===== config.mk =====
export PLATFORM = sky130hd
export DESIGN_NAME = msx_flash_responder
export DESIGN_NICKNAME = d
export VERILOG_FILES = /design/src/rtl/msx_flash_responder.sv
export SDC_FILE = /design/constraint.sdc
export NUM_CORES = 1
export LEC_CHECK = 0
export CAP_MARGIN = 20
export CORE_AREA = 5 5 106 108
export CTS_CLUSTER_DIAMETER = 100
export CTS_CLUSTER_SIZE = 8
export DETAILED_ROUTE_END_ITERATION = 12
export DIE_AREA = 0 0 111 113
export HOLD_SLACK_MARGIN = 0.06
export SLEW_MARGIN = 20
export SYNTH_ARGS = -nofsm -noshare
export SYNTH_HDL_FRONTEND = slang
export SYNTH_SLANG_ARGS = --single-unit

===== constraint.sdc =====
create_clock -name clk -period 2.9 [get_ports clk]
set_input_delay 0.435 -clock clk [delete_from_list [all_inputs] [get_ports clk]]
set_output_delay 0.435 -clock clk [all_outputs]
set_load 0.01 [all_outputs]

===== src/rtl/msx_flash_responder.sv =====
// rtl/msx_flash_responder.sv - flash-cart program/erase responder over a req/ack backing-store port
module msx_flash_responder #(
    parameter int ADDR_W      = 27,
    parameter int SECTOR_BITS = 16
) (
    input  logic              clk,
    input  logic              reset,
    input  logic              flash_req,
    input  logic              flash_erase,
    input  logic [ADDR_W-1:0] flash_addr,
    input  logic [7:0]        flash_din,
    output logic              flash_ready,
    output logic              flash_done,
    output logic              erase_busy,
    output logic              mem_req,
    output logic              mem_we,
    output logic [ADDR_W-1:0] mem_addr,
    output logic [7:0]        mem_din,
    input  logic [7:0]        mem_dout,
    input  logic              mem_ack
);

    localparam logic [2:0] S_IDLE = 3'd0;
    localparam logic [2:0] S_RD   = 3'd1;
    localparam logic [2:0] S_WR   = 3'd2;
    localparam logic [2:0] S_ER   = 3'd3;
    localparam logic [2:0] S_DONE = 3'd4;

    logic [2:0]             state_q, state_d;
    logic [ADDR_W-1:0]      addr_q, addr_d;
    logic [7:0]             din_q, din_d;
    logic [SECTOR_BITS-1:0] cnt_q, cnt_d;
    logic                   mem_req_q, mem_req_d;
    logic                   mem_we_q, mem_we_d;
    logic [ADDR_W-1:0]      mem_addr_q, mem_addr_d;
    logic [7:0]             mem_din_q, mem_din_d;
    logic                   ready_q, ready_d;
    logic                   done_q, done_d;
    logic                   busy_q, busy_d;

    logic [7:0]             merged;
    logic [SECTOR_BITS-1:0] cnt_inc;
    logic [ADDR_W-1:0]      sector_base;

    assign merged      = mem_dout & din_q;
    assign cnt_inc     = cnt_q + 1'b1;
    assign sector_base = {flash_addr[ADDR_W-1:SECTOR_BITS], {SECTOR_BITS{1'b0}}};

    always_comb begin
        state_d    = state_q;
        addr_d     = addr_q;
        din_d      = din_q;
        cnt_d      = cnt_q;
        mem_req_d  = mem_req_q;
        mem_we_d   = mem_we_q;
        mem_addr_d = mem_addr_q;
        mem_din_d  = mem_din_q;
        ready_d    = ready_q;
        done_d     = 1'b0;
        busy_d     = busy_q;
        case (state_q)
            S_IDLE: begin
                if (flash_req) begin
                    din_d     = flash_din;
                    ready_d   = 1'b0;
                    mem_req_d = 1'b1;
                    if (flash_erase) begin
                        // addr_q holds the sector base during erase; the counter supplies the low bits
                        addr_d     = sector_base;
                        cnt_d      = '0;
                        mem_we_d   = 1'b1;
                        mem_din_d  = 8'hFF;
                        mem_addr_d = sector_base;
                        busy_d     = 1'b1;
                        state_d    = S_ER;
                    end else begin
                        addr_d     = flash_addr;
                        mem_we_d   = 1'b0;
                        mem_addr_d = flash_addr;
                        state_d    = S_RD;
                    end
                end
            end
            S_RD: begin
                if (mem_ack) begin
                    if (merged == mem_dout) begin
                        mem_req_d = 1'b0;
                        done_d    = 1'b1;
                        state_d   = S_DONE;
                    end else begin
                        mem_we_d  = 1'b1;
                        mem_din_d = merged;
                        state_d   = S_WR;
                    end
                end
            end
            S_WR: begin
                if (mem_ack) begin
                    mem_req_d = 1'b0;
                    mem_we_d  = 1'b0;
                    done_d    = 1'b1;
                    state_d   = S_DONE;
                end
            end
            S_ER: begin
                if (mem_ack) begin
                    if (&cnt_q) begin
                        mem_req_d = 1'b0;
                        mem_we_d  = 1'b0;
                        busy_d    = 1'b0;
                        done_d    = 1'b1;
                        state_d   = S_DONE;
                    end else begin
                        cnt_d      = cnt_inc;
                        mem_addr_d = {addr_q[ADDR_W-1:SECTOR_BITS], cnt_inc};
                    end
                end
            end
            S_DONE: begin
                ready_d = 1'b1;
                state_d = S_IDLE;
            end
            default: begin
                mem_req_d = 1'b0;
                mem_we_d  = 1'b0;
                busy_d    = 1'b0;
                ready_d   = 1'b1;
                state_d   = S_IDLE;
            end
        endcase
    end

    always_ff @(posedge clk or posedge reset) begin
        if (reset) begin
            state_q    <= S_IDLE;
            addr_q     <= '0;
            din_q      <= '0;
            cnt_q      <= '0;
            mem_req_q  <= 1'b0;
            mem_we_q   <= 1'b0;
            mem_addr_q <= '0;
            mem_din_q  <= '0;
            ready_q    <= 1'b1;
            done_q     <= 1'b0;
            busy_q     <= 1'b0;
        end else begin
            state_q    <= state_d;
            addr_q     <= addr_d;
            din_q      <= din_d;
            cnt_q      <= cnt_d;
            mem_req_q  <= mem_req_d;
            mem_we_q   <= mem_we_d;
            mem_addr_q <= mem_addr_d;
            mem_din_q  <= mem_din_d;
            ready_q    <= ready_d;
            done_q     <= done_d;
            busy_q     <= busy_d;
        end
    end

    assign flash_ready = ready_q;
    assign flash_done  = done_q;
    assign erase_busy  = busy_q;
    assign mem_req     = mem_req_q;
    assign mem_we      = mem_we_q;
    assign mem_addr    = mem_addr_q;
    assign mem_din     = mem_din_q;

endmodule

==> metrics.csv <==
stage,metric,value,unit
synth,syn_area,3970,sq um
synth,ys_seq_area_frac,0.492,
timing,hold_viol,0,
power,p_leak,2.13,nW
cts,numClockSinks,78,
place,pre_cts_slack,426,ps
timing,setup_ws,487,ps
global_routing,grt_max_degree,50,
worst_hold_path,min_path_type,input port to asynchronous set/reset pin,
worst_setup_path,r2r-start,cnt_q[0],
synth,avgSynthCellArea,9.73,sq um
layout,area_growth,30.2,%
synth,synth_edf_count,0,
synth,ys.flop_type,dfrtp_1,
global_routing,grt_pass1_vias,3422,
die,die-area,12500,sq um
synth,yosysUniqueCellTypes,54,
worst_setup_path,r2r_setup_slack,490,ps
timing,slew_headroom,0.305,
cts,cts.reportedPaths.clkPinSlew,90,ps
synth,ys_ff_latch,78,
cts,cts_buffers,9,
global_routing,antenna_found_initial,0,
die,dieHeight,113,microns
route,firstDrtPassIters,4,
route,finalWirelength,10100,microns
route,final_antenna_net_count,0,
place,gp_congestion,0.857,
worst_setup_path,start_kind,flip-flop,
die,ioPinCount,88,
die,die_x,111,microns
synth,synth-async-reset-ratio,1.00,
place,place.port_buffers,87,
route,drtIter0Drc,133,
power,powerDensity,947,nW/um^2
timing,fin_crit_sh,0.832,
layout,drive_gt1_frac,0.122,
global_routing,gr-usage-all-layers,0.169,
route,avgViaCountPerCell,5.22,
power,ir_drop,466,uV
layout,antenna_cells,0,
timing,fmax,0.415,GHz
worst_setup_path,crit_type,flip-flop to flip-flop,
worst_setup_path,worstSetupEndpointType,flip-flop,
cts,clock_path_buffers,2,
die,core,10100,sq um
die,start_util,0.391,
synth,netlist_instances,408,
route,routed-via-count,3277,
worst_setup_path,critical_path_required,3160,ps
cts,cts_setup_buffers,0,
route,route.detailed.drc,0,
cts,cts_tree,done,
worst_setup_path,reg2reg_to,mem_addr[1],
cts,clock_latency,350,ps
timing,rsz0062_at_grt,no,
cts,cts_htree_levels,3,
status,outcome,finished clean,
cts,ctsResizeCount,0,
worst_setup_path,arrival,2670,ps
place,hpwl,7150,microns
layout,fillers,949,
synth,syn_nets,457,
synth,synth_warnings,0,
timing,fin_skew,17.3,ps
worst_setup_path,rr_worst_depth,7,
timing,fin_tns_setup,0,ps
cts,clock-root-buffer,clkbuf_8,
worst_setup_path,worst-path-max-fanout,21,
timing,worst_pin_slew,1030,ps
cts,cts_hold_buffers,0,
flow_run,cap_violations,0,
route,routedWlPerCell,16.1,microns
timing,drv_slew,0,
die,fp-row-count,37,
timing,setup-violations-final,0,
global_routing,grt_overflow,0,
global_routing,grt_pass1_wl,17400,microns
timing,fin_crit,2410,ps
layout,num-nets-final,536,
[power breakdown]
group,switching (mW),leakage [nW],internal (mW)
clock,0.422,0.103,0.451
sequential,0.362,0.941,1.56
combinational,0.974,1.09,1.13
total,1.76,2.13,3.14
[synthesized netlist by cell type, types with 3 or more instances]
| cell | number | area [sq um] |
|---|---|---|
| a21oi_1 | 32 | 160 |
| a31oi_1 | 16 | 100 |
| and2_1 | 4 | 25.0 |
| buf_2 | 9 | 45.0 |
| buf_6 | 3 | 33.8 |
| clkbuf_1 | 15 | 56.3 |
| dfrtp_1 | 77 | 1930 |
| inv_1 | 20 | 75.1 |
| mux2_2 | 19 | 214 |
| mux2_4 | 6 | 90.1 |
| nand2_1 | 48 | 180 |
| nand2b_1 | 4 | 25.0 |
| nand3_1 | 7 | 35.0 |
| nand3b_1 | 6 | 45.0 |
| nand4_1 | 4 | 25.0 |
| nor2_1 | 15 | 56.3 |
| nor3_1 | 26 | 130 |
| nor3b_1 | 5 | 37.5 |
| o21ai_0 | 29 | 145 |
| o31ai_1 | 9 | 67.6 |
| or2_1 | 3 | 18.8 |
| xnor2_1 | 9 | 78.8 |
| xor2_1 | 3 | 26.3 |
[cells by family (layout without fill, tap and decap cells)]
family | Yosys count | in the layout | share of synthesized area
and+or+nand+nor | 136 | 136 | 0.182
AOI/OAI and AO/OA | 108 | 108 | 0.165
DFF | 78 | 78 | 0.492
buffers and inverters | 48 | 132 | 0.0542
muxes | 25 | 25 | 0.0766
xor gates and xnor gates | 12 | 12 | 0.0265
adders and majority gates | 1 | 1 | 0.00315
[worst max-delay path: stages, from the launching register on]
cell	delay (ps)
dfrtp_1	450
ha_1	340
nand4_4	190
nor3_4	370
a21oi_2	100
or2_1	400
buf_4	300
a31oi_1	160
[stage by stage]
step                      utilization  hold slack (ps)  std cells  instance area [sq um]  power (mW)
after floorplan                     -              471        408                   3970        3.15
after global placement          0.488              469        612                   4950        4.02
after detailed placement        0.488              472        612                   4950        4.07
after CTS                       0.510              422        628                   5170        4.97
after global routing            0.510              440        628                   5170        5.27
final                           0.510              425        628                   5170        4.89
[layout by cell type, fill, tap and decap left out, types with 6 or more instances in the layout]
cell	netlist	layout
a21oi_1	32	32
a31oi_1	16	16
buf_4	0	8
clkbuf_8	0	11
clkdlybuf4s50_1	0	87
dfrtp_1	77	77
inv_1	20	19
mux2_2	19	19
mux2_4	6	6
nand2_1	48	48
nand3_1	7	7
nand3b_1	6	6
nor2_1	15	15
nor3_1	26	26
o21ai_0	29	29
o31ai_1	9	9
xnor2_1	9	9
[layout make-up]
type | instances | area, sq um | area share
flip-flops and latches | 78 | 1950 | 0.378
multi-input cells | 282 | 1800 | 0.349
repair buffers | 96 | 951 | 0.184
well taps | 136 | 170 | 0.0329
clock buffers | 11 | 151 | 0.0293
inverters | 20 | 76.3 | 0.0148
clock inverters | 5 | 62.6 | 0.0121
[state kept, by name (all words and copies together), names as in the netlist]
| name | flops |
|---|---|
| mem_addr | 27 |
| cnt_q | 16 |
| addr_q | 11 |
| din_q | 8 |
| mem_din | 8 |
| state_q | 3 |
| erase_busy | 1 |
| flash_done | 1 |
| flash_ready | 1 |
| mem_req | 1 |
| mem_we | 1 |
[worst max-delay path by stage]
stage               from          end  slack, ps  depth (start not counted)
3_5_place_dp   flash_req     cnt_q[4]        430                          6
5_1_grt         cnt_q[0]  mem_addr[1]        320                          7
4_1_cts         cnt_q[0]  mem_addr[1]        480                          7
3_3_place_gp   flash_req    cnt_q[14]        440                          6
6_report        cnt_q[0]  mem_addr[1]        490                          7
2_1_floorplan      reset   addr_q[16]        470                          1
[routing by layer]
metal,global-route usage,up-vias,part of all wire
li1,-,1606,-
met1,0.237,1568,0.46
met2,0.264,95,0.47
met3,0.0433,8,0.059
met4,0.0411,0,0.011
met5,0,-,0
No activity file was read; power rests on OpenSTA's default activity.
